<file path="src/rtl/display_scan_controller.sv">
// display_scan_controller
//
// Picks which view code the display mux shows. Views are stepped manually
// with two pushbuttons or scanned automatically with a fixed dwell per view.
// A level request temporarily switches the display to the register-file view.
// Two code ranges exist: a normal range and a debug range.
//
// Ports:
//   clk              single clock, rising edge
//   reset            synchronous, active-high
//   mode_auto        1 = auto-scan, 0 = manual stepping
//   debug_mode       0 = normal range, 1 = debug range
//   step_button      active-low pushbutton (asynchronous), advance one view
//   back_button      active-low pushbutton (asynchronous), go back one view
//   manual_load      load strobe for manual_select (manual state only)
//   manual_select    view code to load
//   rf_view_request  level request for the register-file view
//   display_select   registered view code
//   display_enable   registered, 1 while the register-file view is shown
//   auto_active      registered, 1 while auto-scanning

module display_scan_controller #(
    parameter int DWELL_CYCLES = 50000000,
    parameter int NORMAL_LAST  = 26,
    parameter int DEBUG_BASE   = 32,
    parameter int DEBUG_LAST   = 38
) (
    input  logic       clk,
    input  logic       reset,
    input  logic       mode_auto,
    input  logic       debug_mode,
    input  logic       step_button,
    input  logic       back_button,
    input  logic       manual_load,
    input  logic [5:0] manual_select,
    input  logic       rf_view_request,
    output logic [5:0] display_select,
    output logic       display_enable,
    output logic       auto_active
);

    localparam int DWELL_W = (DWELL_CYCLES > 1) ? $clog2(DWELL_CYCLES) : 1;
    localparam logic [DWELL_W-1:0] DWELL_LAST = DWELL_W'(DWELL_CYCLES - 1);

    localparam logic [5:0] NORM_BASE_C = 6'd0;
    localparam logic [5:0] NORM_LAST_C = 6'(NORMAL_LAST);
    localparam logic [5:0] DBG_BASE_C  = 6'(DEBUG_BASE);
    localparam logic [5:0] DBG_LAST_C  = 6'(DEBUG_LAST);

    localparam logic [1:0] S_MANUAL = 2'd0;
    localparam logic [1:0] S_AUTO   = 2'd1;
    localparam logic [1:0] S_RFVIEW = 2'd2;

    logic [1:0]         state;
    logic [1:0]         state_next;
    logic [5:0]         index;
    logic [5:0]         index_next;
    logic [DWELL_W-1:0] dwell;
    logic [DWELL_W-1:0] dwell_next;
    logic               debug_prev;

    logic step_sync1, step_sync2, step_hist;
    logic back_sync1, back_sync2, back_hist;
    logic [1:0] settle_cnt;
    logic step_pulse, back_pulse;

    logic [5:0] range_base, range_last;
    logic [5:0] index_inc, index_dec, load_value;
    logic       step_only, back_only;

    // Button synchronizers and falling-edge history. After reset the flops
    // read "released"; a button already held low would otherwise look like a
    // fresh press once the real pin level reaches the history flop, so edge
    // detection stays disarmed until the pipeline holds genuine samples.
    always_ff @(posedge clk) begin
        if (reset) begin
            step_sync1 <= 1'b1;
            step_sync2 <= 1'b1;
            step_hist  <= 1'b1;
            back_sync1 <= 1'b1;
            back_sync2 <= 1'b1;
            back_hist  <= 1'b1;
            settle_cnt <= 2'd0;
        end else begin
            step_sync1 <= step_button;
            step_sync2 <= step_sync1;
            step_hist  <= step_sync2;
            back_sync1 <= back_button;
            back_sync2 <= back_sync1;
            back_hist  <= back_sync2;
            if (settle_cnt != 2'd3) begin
                settle_cnt <= settle_cnt + 2'd1;
            end
        end
    end

    assign step_pulse = step_hist & ~step_sync2 & (settle_cnt == 2'd3);
    assign back_pulse = back_hist & ~back_sync2 & (settle_cnt == 2'd3);

    // Simultaneous step and back cancel each other.
    assign step_only = step_pulse & ~back_pulse;
    assign back_only = back_pulse & ~step_pulse;

    assign range_base = debug_mode ? DBG_BASE_C : NORM_BASE_C;
    assign range_last = debug_mode ? DBG_LAST_C : NORM_LAST_C;

    assign index_inc  = (index == range_last) ? range_base : index + 6'd1;
    assign index_dec  = (index == range_base) ? range_last : index - 6'd1;
    assign load_value = ((manual_select >= range_base) && (manual_select <= range_last))
                        ? manual_select : range_base;

    // State transitions; a register-file request wins from any state.
    always_comb begin
        state_next = state;
        if (rf_view_request) begin
            state_next = S_RFVIEW;
        end else begin
            case (state)
                S_MANUAL: if (mode_auto)  state_next = S_AUTO;
                S_AUTO:   if (!mode_auto) state_next = S_MANUAL;
                S_RFVIEW: state_next = mode_auto ? S_AUTO : S_MANUAL;
                default:  state_next = S_MANUAL;
            endcase
        end
    end

    // View index and dwell counter. The rules of the current state apply
    // first, then entry into auto clears the dwell, and a debug-range change
    // finally overrides everything by jumping to the new range base.
    always_comb begin
        index_next = index;
        dwell_next = dwell;
        case (state)
            S_MANUAL: begin
                dwell_next = '0;
                if (manual_load)    index_next = load_value;
                else if (step_only) index_next = index_inc;
                else if (back_only) index_next = index_dec;
            end
            S_AUTO: begin
                if (step_only) begin
                    index_next = index_inc;
                    dwell_next = '0;
                end else if (back_only) begin
                    index_next = index_dec;
                    dwell_next = '0;
                end else if (dwell == DWELL_LAST) begin
                    index_next = index_inc;
                    dwell_next = '0;
                end else begin
                    dwell_next = dwell + DWELL_W'(1);
                end
            end
            default: begin
                index_next = index;
                dwell_next = dwell;
            end
        endcase
        if ((state_next == S_AUTO) && (state != S_AUTO)) begin
            dwell_next = '0;
        end
        if (debug_mode != debug_prev) begin
            index_next = range_base;
            dwell_next = '0;
        end
    end

    // State and output registers; the status flags are registered from the
    // next state so they line up exactly with the state register.
    always_ff @(posedge clk) begin
        if (reset) begin
            state          <= S_MANUAL;
            index          <= 6'd0;
            dwell          <= '0;
            debug_prev     <= 1'b0;
            display_enable <= 1'b0;
            auto_active    <= 1'b0;
        end else begin
            state          <= state_next;
            index          <= index_next;
            dwell          <= dwell_next;
            debug_prev     <= debug_mode;
            display_enable <= (state_next == S_RFVIEW);
            auto_active    <= (state_next == S_AUTO);
        end
    end

    assign display_select = index;

endmodule

</file>
<file path="config.mk">
export PLATFORM = sky130hd
export DESIGN_NAME = display_scan_controller
export DESIGN_NICKNAME = d
export VERILOG_FILES = /design/src/rtl/display_scan_controller.sv
export SDC_FILE = /design/constraint.sdc
export NUM_CORES = 1
export LEC_CHECK = 0
export ABC_AREA = 1
export BUFFER_PORTS_ARGS = -buffer_cell sky130_fd_sc_hd__buf_2
export CORE_MARGIN = 1.5
export CORE_UTILIZATION = 50
export CTS_BUF_LIST = sky130_fd_sc_hd__clkbuf_4 sky130_fd_sc_hd__clkbuf_8
export DETAILED_ROUTE_END_ITERATION = 10
export PLACE_DENSITY = 0.74
export SYNTH_ARGS = -nofsm -noshare
export SYNTH_HDL_FRONTEND = slang
export SYNTH_SLANG_ARGS = --single-unit
</file>
<file path="constraint.sdc">
create_clock -name clk -period 3.7 [get_ports clk]
set_input_delay 0.185 -clock clk [delete_from_list [all_inputs] [get_ports clk]]
set_output_delay 0.185 -clock clk [all_outputs]
set_load 0.01 [all_outputs]
</file>
==> results of run 1 <==
synthesized netlist by cell type, types with 2 or more instances:
cell type and count:
xnor2_1 3, a22oi_1 2, dfxtp_1 45, nor3_1 4
nand2_2 4, nor3_4 4, a21oi_2 3, nor2_1 55
nand4_1 7, inv_1 51, xor2_1 8, nand2_1 114
nor2_4 2, a211oi_1 4, o21ai_0 16, or2_2 5
inv_2 6, nor3_2 4, a31oi_1 4, clkbuf_1 3
ha_1 13, nor3b_1 3, nand3_1 23, buf_6 2
a21oi_1 24
area by class of cell:
cell class / count / area, sq um / share of cell area
clock buffer: 6 / 76.3 / 0.0244
clock inverter: 2 / 38.8 / 0.0124
inverter: 58 / 220 / 0.0705
multi-input combinational: 315 / 1690 / 0.541
sequential: 45 / 901 / 0.289
tap: 72 / 90.1 / 0.0289
timing repair buffer: 21 / 105 / 0.0337
power breakdown:
group	internal, mW	switching (mW)
registers	0.498	0.0177
logic	0.0603	0.104
clock network	0.210	0.170
total	0.769	0.292
path summary, 6_finish.rpt:
path	start	to	slack (ns)	cells after the start
max	state[1]	dwell[2]	1.42	6
min	back_button	back_sync1	0.06	2
min reg2reg	back_sync1	back_sync2	0.41	1
max reg2reg	state[1]	dwell[2]	1.42	6
metrics by stage:
stage / worst slack, ns / cells / hold slack (ns)
final: 1.42 / 519 / 0.0644
after global routing: 1.15 / 519 / 0.0606
after CTS: 1.37 / 519 / 0.0571
after detailed placement: 1.40 / 511 / 0.376
after global placement: 1.48 / 511 / 0.369
after floorplan: 1.98 / 425 / 0.289
per-layer routing:
| layer | vias to the layer above | global-route usage | share of wire |
|---|---|---|---|
| met5 | - | 0 | 0 |
| met4 | 0 | 0.0696 | 0.014 |
| met3 | 8 | 0.0349 | 0.053 |
| met2 | 83 | 0.353 | 0.46 |
| met1 | 1165 | 0.277 | 0.48 |
| li1 | 1414 | - | - |
state kept, by name, indices dropped and copies added (netlist names), 2 cells and up:
name / count
state: 2
display_select: 6
dwell: 26
settle_cnt: 2
kinds of logic (layout without fill, tap and decap cells):
group	count (synthesis)	count (layout)	share of synthesized area
AND/OR/NAND/NOR	230	230	0.373
buffers and inverters	65	87	0.0933
AO/OA/AOI/OAI	61	61	0.128
flip-flops	45	45	0.315
adder cells (fa/ha/maj)	13	13	0.0569
XOR/XNOR	11	11	0.0337
==> metrics.yaml, run 1 <==
synthesis:
  syn_avg_cell_area_sq_um: 6.72
  synthArstFlopShare: 0
  yosysTopAreaCellShare: 0.315
  synth_cell_types: 41
  ys_ff_latch: 45
  yosysWarnings: 0
  syn_area_sq_um: 2860
  synth_flop_cell: "dfxtp_1"
  synthesis.instances: 425
  synth_edf_count: 0
  yosysSeqAreaShare: 0.315
  synth_area_leaders: "dfxtp_1 32%, nand2_1 15%, nor2_1 7.2%, inv_1 6.7%, ha_1 5.7%"
  synthesis.nets: 452
  synth_top_cell_by_area: "dfxtp_1"
timing:
  max_freq_mhz: 439
  max_slew.worst_pin.slew_ns: 1.01
  finalSetupViolCount: 0
  hold_violations: 0
  period_needed_ns: 2.28
  maxSlewViolCount: 0
  finalClockSkew_ns: 0.0104
  tns_ns: 0
  fin_crit_sh: 0.616
  rsz0062_at_grt: "no"
  slew_headroom: 0.329
global_route:
  grt.overflow.total: 0
  antenna_found_initial: 0
  grt_max_degree: 26
  grt_pass1_wl_microns: 10600
  grt_use_total: 0.212
  grt_pass1_vias: 2530
power:
  p_per_area_nw_per_um2: 340
  finalPower_mw: 1.06
  p_leak_nw: 1.38
  vdd_drop_max_mv: 0.311
clock_tree:
  cts_tree: "done"
  clk_pin_slew_worst_paths_ns: 0.08
  cts.repair.resized: 0
  cts_hold_buf: 0
  clock_path_buffers: 2
  worstSkewPairLatency_ns: 0.30
  postCtsSetupBuffers: 0
  numCtsBuffers: 5
  clock_sinks: 45
  root_buffer: "clkbuf_8"
  cts_max_level: 2
detailed_routing:
  dr.pass1.iters: 5
  ant_nets: 0
  drtIter0Drc: 141
  vias_per_cell: 5.14
  drc: 0
  vias: 2670
  wl_per_cell_microns: 11.5
  wl_microns: 5990
setup_path:
  critPathMaxStageDelay_ns: 0.99
  worstPathMaxFanout: 25
  critPathCaptureType: "flop"
  crit_family: "flip-flops"
  crit_path_cell_trace: "inv_4 > o211ai_2 > nor2_1 > nor3_4 > nand2_4 > a211oi_1"
  cp-start-kind: "flop"
  critical_path_class: "reg -> reg"
  worstPathBufferInverterCount: 1
  critPathSlowestCell: "dfxtp_1"
  required_ns: 3.92
  arrival_ns: 2.49
finish:
  antenna_cells: 0
  stdcell_area_sq_um: 3120
  area_delta_synth_final_pct: 9.24
  layout_commonest_cell: "nand2_1"
  n_fill_cell: 537
  utilization: 0.567
  final_cell_mix: "114 x nand2_1, 55 x nor2_1, 51 x inv_1, 45 x dfxtp_1, 24 x a21oi_1"
  drive_gt1_frac: 0.141
  fin_nets: 473
job:
  maxCapViolations: 0
status:
  status: "completed"
place:
  portBuffers: 21
  place_congestion: 0.909
  dp_hpwl_microns: 4550
  dpl_cell_area_sq_um: 3010
floorplan:
  dieArea_sq_um: 6180
  row_count: 27
  start_util: 0.519
  io_pins: 22
  die_w_microns: 78.6
  core-area_sq_um: 5510
  fp.dieH_microns: 78.6
worst_hold_path:
  hold_class: "in -> reg"
Power figures use the tool's default switching activity.
==> run 2, diff against run 1 <==
--- a/config.mk
+++ b/config.mk
@@ -11,7 +11,7 @@
 export CORE_UTILIZATION = 50
 export CTS_BUF_LIST = sky130_fd_sc_hd__clkbuf_4 sky130_fd_sc_hd__clkbuf_8
 export DETAILED_ROUTE_END_ITERATION = 10
-export PLACE_DENSITY = 0.74
+export PLACE_DENSITY = 0.77
 export SYNTH_ARGS = -nofsm -noshare
 export SYNTH_HDL_FRONTEND = slang
 export SYNTH_SLANG_ARGS = --single-unit
==> constraint.sdc (replaced) <==
create_clock -name clk -period 2 [get_ports clk]
set_input_delay 0.1 -clock clk [delete_from_list [all_inputs] [get_ports clk]]
set_output_delay 0.1 -clock clk [all_outputs]
set_load 0.01 [all_outputs]
==> metrics.yaml, run 2 (synthesis gave the netlist of run 1 again) <==
finish:
  largest_reg_flops: 26  # unchanged
  layout_commonest_cell: "nand2_1"
  n_fill_cell: 506  # -5.8%
  utilization: 0.604  # +0.0368
  fin_nets: 481  # +1.7%
  stdcell_area_sq_um: 3320  # +6.5%
  drive_gt1_frac: 0.193  # +0.0525
  registers.top_by_ff_count: "dwell"
  stdcell_count: 527  # +1.5%
  area_delta_synth_final_pct: 16.3
  antenna_cells: 0  # unchanged
  final_cell_mix: "111 x nand2_1, 51 x nor2_1, 50 x inv_1, 43 x dfxtp_1, 24 x a21oi_1"
global_route:
  antenna_found_initial: 0  # unchanged
  grt_use_total: 0.215  # +0.00288
  grt_pass1_wl_microns: 10700  # +0.58%
  grt_max_degree: 22  # -15%
  grt.overflow.total: 0  # unchanged
  grt_pass1_vias: 2486  # -1.7%
worst_hold_path:
  hold_depth: 3  # +1
  hold_class: "in -> reg"
  min_to: "state[1]"
  min_from: "rf_view_request"
place:
  dpl.cell_count: 515  # +0.78%
  portBuffers: 21  # unchanged
  place_congestion: 0.986  # +8.5%
  dpl_cell_area_sq_um: 3040  # +1.0%
  dp_hpwl_microns: 4690  # +3.1%
  post-place-ws_ns: 0.0452  # -1.36 ns
power:
  p_leak_nw: 1.44  # +4.3%
  seqPwrFrac: 0.447  # -0.040
  vdd_drop_max_mv: 0.430  # +38%
  finalPower_mw: 2.13  # +100%
  clkPwrFrac: 0.388  # +0.030
  p_per_area_nw_per_um2: 639  # +88%
  p_sw_mw: 0.575  # +97%
  combPwrFrac: 0.165  # +0.010
  swShare: 0.270  # -0.00460
  internal_power_mw: 1.55  # +100%
detailed_routing:
  vias_per_cell: 5.17  # +0.51%
  drtIter0Drc: 146  # +3.5%
  vias: 2725  # +2.1%
  wl_microns: 6600  # +10%
  wl_per_cell_microns: 12.5  # +8.6%
  ant_nets: 0  # unchanged
  dr.pass1.iters: 4  # -1
  drc: 0  # unchanged
clock_tree:
  numCtsBuffers: 5  # unchanged
  cts_max_level: 2  # unchanged
  clock_sinks: 45  # unchanged
  root_buffer: "clkbuf_8"
  clock_path_buffers: 2  # unchanged
  worstSkewPairLatency_ns: 0.31  # about the same
  clk_pin_slew_worst_paths_ns: 0.09  # about the same
  cts_tree: "done"
setup_path:
  r2r_slack_ns: 0.11  # -1.31 ns
  cpMostUsedCell: "nand2_4"
  critical_path_class: "reg -> reg"
  r2r-start: "settle_cnt[0]"
  critPathSlowestCell: "dfxtp_2"
  required_ns: 2.22  # -1.70 ns
  crit_path_cell_trace: "ha_2 > nand3_2 > inv_1 > ha_1 > inv_2 > nand2_1 > nor2_2 > nand2_2 > nand2_4 > nand2_4 > a211oi_1"
  arrival_ns: 2.11  # -0.38 ns
  cp-start-kind: "flop"
  r2r_end: "dwell[2]"
  critPathCaptureType: "flop"
  worstPathMaxFanout: 8  # -68%
  critPathMaxStageDelay_ns: 0.34  # -0.65 ns
  ff2ff_path_depth: 11  # +5
timing:
  tns_ns: 0  # unchanged
  slew_headroom: 0.729  # +0.400
  setup_ws_ns: 0.115  # -1.31 ns
  max_freq_mhz: 530  # +21%
  fin_crit_sh: 0.943  # +0.327
  maxSlewViolCount: 0  # unchanged
  hold_violations: 0  # unchanged
  fin_hold_ws_ns: 0.0537  # -0.0107 ns
  finalSetupViolCount: 0  # unchanged
  period_needed_ns: 1.89  # -0.392 ns
  finalClockSkew_ns: 0.00910  # -0.00127 ns
  max_slew.worst_pin.slew_ns: 0.407  # -0.599 ns
job:
  maxCapViolations: 0  # unchanged
floorplan:
  row_count: 27  # unchanged
  die_w_microns: 78.6  # unchanged
  io_pins: 22  # unchanged
  fp.dieH_microns: 78.6  # unchanged
  core-area_sq_um: 5510  # unchanged
  dieArea_sq_um: 6180  # unchanged
  start_util: 0.519  # unchanged
status:
  status: "completed"
[run 2: worst max-delay path: cells and delay by family, from the launching register on]
kind                     cells  cell delay (ns)
adder cells (fa/ha/maj)      2             0.40
buffers and inverters        2             0.15
AO/OA/AOI/OAI                1             0.18
flip-flops                   1             0.34
AND/OR/NAND/NOR              6             0.72
[run 2: worst max path at each step]
stage	startpoint	end	slack [ns]	cells past startpoint
finish	settle_cnt[0]	dwell[2]	0.11	11
CTS	settle_cnt[0]	dwell[12]	0.02	11
floorplan	settle_cnt[0]	display_select[0]	0.28	11
detailed placement	settle_cnt[0]	display_select[0]	0.05	10
global placement	settle_cnt[0]	display_select[0]	0.09	10
global route	settle_cnt[1]	display_select[0]	-0.004	12
[run 2: final cells by class]
type | count | area, sq um | share of cell area
Clock inverter | 3 | 65.1 | 0.0196
Inverter | 58 | 223 | 0.0670
Sequential cell | 45 | 903 | 0.272
Tap cell | 72 | 90.1 | 0.0271
Clock buffer | 5 | 68.8 | 0.0207
Timing Repair Buffer | 28 | 175 | 0.0527
Multi-Input combinational cell | 316 | 1800 | 0.541
[run 2: power by group through the flow]
| stage | logic, mW | clock network (mW) | registers [mW] |
|---|---|---|---|
| finish | 0.350 | 0.825 | 0.951 |
| global route | 0.398 | 0.866 | 0.954 |
| CTS | 0.321 | 0.838 | 0.948 |
| detailed placement | 0.316 | 0 | 0.969 |
| global placement | 0.310 | 0 | 0.968 |
| floorplan | 0.236 | 0 | 0.964 |
[run 2: layer usage]
metal  GRT usage  wire length (microns)  vias to the layer above
li1            -                      -                     1435
met1       0.290                   3130                     1232
met2       0.350                   3130                       50
met3      0.0326                    237                        8
met4      0.0696                    102                        0
met5           0                      0                        -
[run 2: timing repair]
action,in CTS,in global routing
setup endpoints to repair,0,26
gates resized for setup,0,28
buffers inserted,0,1
hold buffers,2,0
endpoints found under the hold margin,2,0
==> run 3, diff against run 2 <==
--- a/config.mk
+++ b/config.mk
@@ -8,10 +8,10 @@
 export ABC_AREA = 1
 export BUFFER_PORTS_ARGS = -buffer_cell sky130_fd_sc_hd__buf_2
 export CORE_MARGIN = 1.5
-export CORE_UTILIZATION = 50
+export CORE_UTILIZATION = 51
 export CTS_BUF_LIST = sky130_fd_sc_hd__clkbuf_4 sky130_fd_sc_hd__clkbuf_8
 export DETAILED_ROUTE_END_ITERATION = 10
-export PLACE_DENSITY = 0.77
+export PLACE_DENSITY = 0.72
 export SYNTH_ARGS = -nofsm -noshare
 export SYNTH_HDL_FRONTEND = slang
 export SYNTH_SLANG_ARGS = --single-unit
==> metrics.yaml, run 3 (synthesis gave the netlist of run 1 again) <==
status:
  status: "completed"
finish:
  registers.top_by_ff_count: "dwell"
  largest_reg_flops: 26  # unchanged
  drive_gt1_frac: 0.185  # -0.00798
  layout_commonest_cell: "nand2_1"
  n_fill_cell: 531  # +4.9%
  fin_nets: 479  # -0.42%
  area_delta_synth_final_pct: 13.7
  antenna_cells: 0  # unchanged
  final_cell_mix: "112 x nand2_1, 51 x nor2_1, 50 x inv_1, 43 x dfxtp_1, 24 x a21oi_1"
  stdcell_area_sq_um: 3250  # -2.3%
setup_path:
  crit_start: "settle_cnt[1]"
  required_ns: 2.23  # about the same
  r2r-start: "settle_cnt[1]"
  r2r_end: "dwell[12]"
  cp-start-kind: "flop"
  crit_end: "dwell[12]"
  critical_path_class: "reg -> reg"
  arrival_ns: 2.13  # +0.02 ns
  r2r_slack_ns: 0.1  # -0.02 ns
  ff2ff_path_depth: 11  # unchanged
  critPathCaptureType: "flop"
  worstPathMaxFanout: 8  # unchanged
timing:
  setup_ws_ns: 0.0956  # -0.0191 ns
  slew_headroom: 0.673  # -0.0556
  finalClockSkew_ns: 0.0102  # +0.00107 ns
  fin_hold_ws_ns: 0.0426  # -0.0112 ns
  fin_crit_sh: 0.952  # +0.00957
  max_freq_mhz: 525  # -1.0%
  maxSlewViolCount: 0  # unchanged
  max_slew.worst_pin.slew_ns: 0.489  # +0.0824 ns
  period_needed_ns: 1.90  # +0.0191 ns
  tns_ns: 0  # unchanged
  finalSetupViolCount: 0  # unchanged
  hold_violations: 0  # unchanged
floorplan:
  start_util: 0.525  # +0.00645
  dieArea_sq_um: 6060  # -1.9%
  io_pins: 22  # unchanged
  row_count: 27  # unchanged
  die_w_microns: 77.9  # -0.95%
  core-area_sq_um: 5440  # -1.2%
  fp.dieH_microns: 77.9  # -0.95%
clock_tree:
  cts_tree: "done"
  clk_pin_slew_worst_paths_ns: 0.08  # about the same
  root_buffer: "clkbuf_8"
  clock_sinks: 45  # unchanged
  postCtsSetupBuffers: 0  # unchanged
  cts_max_level: 2  # unchanged
  clock_path_buffers: 2  # unchanged
  worstSkewPairLatency_ns: 0.31  # about the same
  numCtsBuffers: 5  # unchanged
detailed_routing:
  wl_microns: 6280  # -4.9%
  ant_nets: 0  # unchanged
  vias_per_cell: 5.18  # +0.27%
  vias: 2722  # -0.11%
  dr.pass1.iters: 4  # unchanged
  drc: 0  # unchanged
  wl_per_cell_microns: 12.0  # -4.5%
  drtIter0Drc: 107  # -27%
place:
  dpl_cell_area_sq_um: 3030  # -0.25%
  place_congestion: 0.937  # -5.0%
  post-place-ws_ns: 0.0316  # -0.0136 ns
  dp_hpwl_microns: 4570  # -2.6%
  portBuffers: 21  # unchanged
power:
  finalPower_mw: 1.88  # -12%
  vdd_drop_max_mv: 0.447  # +4.0%
  p_per_area_nw_per_um2: 578  # -9.6%
  p_leak_nw: 1.40  # -2.9%
global_route:
  grt_max_degree: 23  # +4.5%
  grt_pass1_vias: 2337  # -6.0%
  grt_use_total: 0.211  # -0.00339
  antenna_found_initial: 0  # unchanged
  grt_pass1_wl_microns: 10300  # -4.2%
  grt.overflow.total: 0  # unchanged
worst_hold_path:
  hold_class: "in -> reg"
job:
  maxCapViolations: 0  # unchanged
-- run 3: worst max-delay path, stage by stage, from the launching register on --
cell      delay (ns)
dfxtp_1         0.35
ha_4            0.18
nand3_2         0.10
inv_1           0.05
ha_1            0.19
inv_2           0.09
nand2_1         0.10
nor2_2          0.20
nand2_2         0.11
nand2_2         0.12
nand2_4         0.11
a211oi_2        0.21
-- run 3: power by group --
group          switching (mW)  total, mW  internal [mW]
combinational           0.212      0.340          0.127
clock                   0.324      0.584          0.260
sequential             0.0308      0.954          0.923
-- run 3: timing repair --
| action | CTS | global route |
|---|---|---|
| hold buffers | 2 | 0 |
| resized for setup | 0 | 25 |
| endpoints found under the setup margin | 0 | 26 |
| hold endpoints to repair | 2 | 0 |
-- run 3: how the worst min path moves through the flow --
stage | startpoint | to | cells past startpoint
global placement | back_button | back_sync1 | 2
detailed placement | step_button | step_sync1 | 2
floorplan | back_button | back_sync1 | 1
finish | rf_view_request | display_enable | 3
global route | rf_view_request | state[1] | 3
CTS | rf_view_request | display_enable | 3
-- run 3: cell type report --
type	count	area, sq um	area share
Multi-Input combinational cell	316	1800	0.553
Sequential cell	45	903	0.278
Inverter	58	220	0.0678
Timing Repair Buffer	26	148	0.0454
Tap cell	72	90.1	0.0277
Clock buffer	6	76.3	0.0235
Clock inverter	2	15.0	0.00462
-- run 3: routing by layer --
layer,part of all wire,global-route usage,vias to the layer above
met5,0,0,-
met4,0.011,0.0691,0
met3,0.036,0.0435,6
met2,0.44,0.340,52
met1,0.51,0.281,1238
li1,-,-,1426
-- run 3: per-stage QoR --
step	instances	utilization
5_1_grt	525	0.597
3_3_place_gp	514	0.557
6_report	525	0.597
2_1_floorplan	425	-
4_1_cts	524	0.577
3_5_place_dp	514	0.557
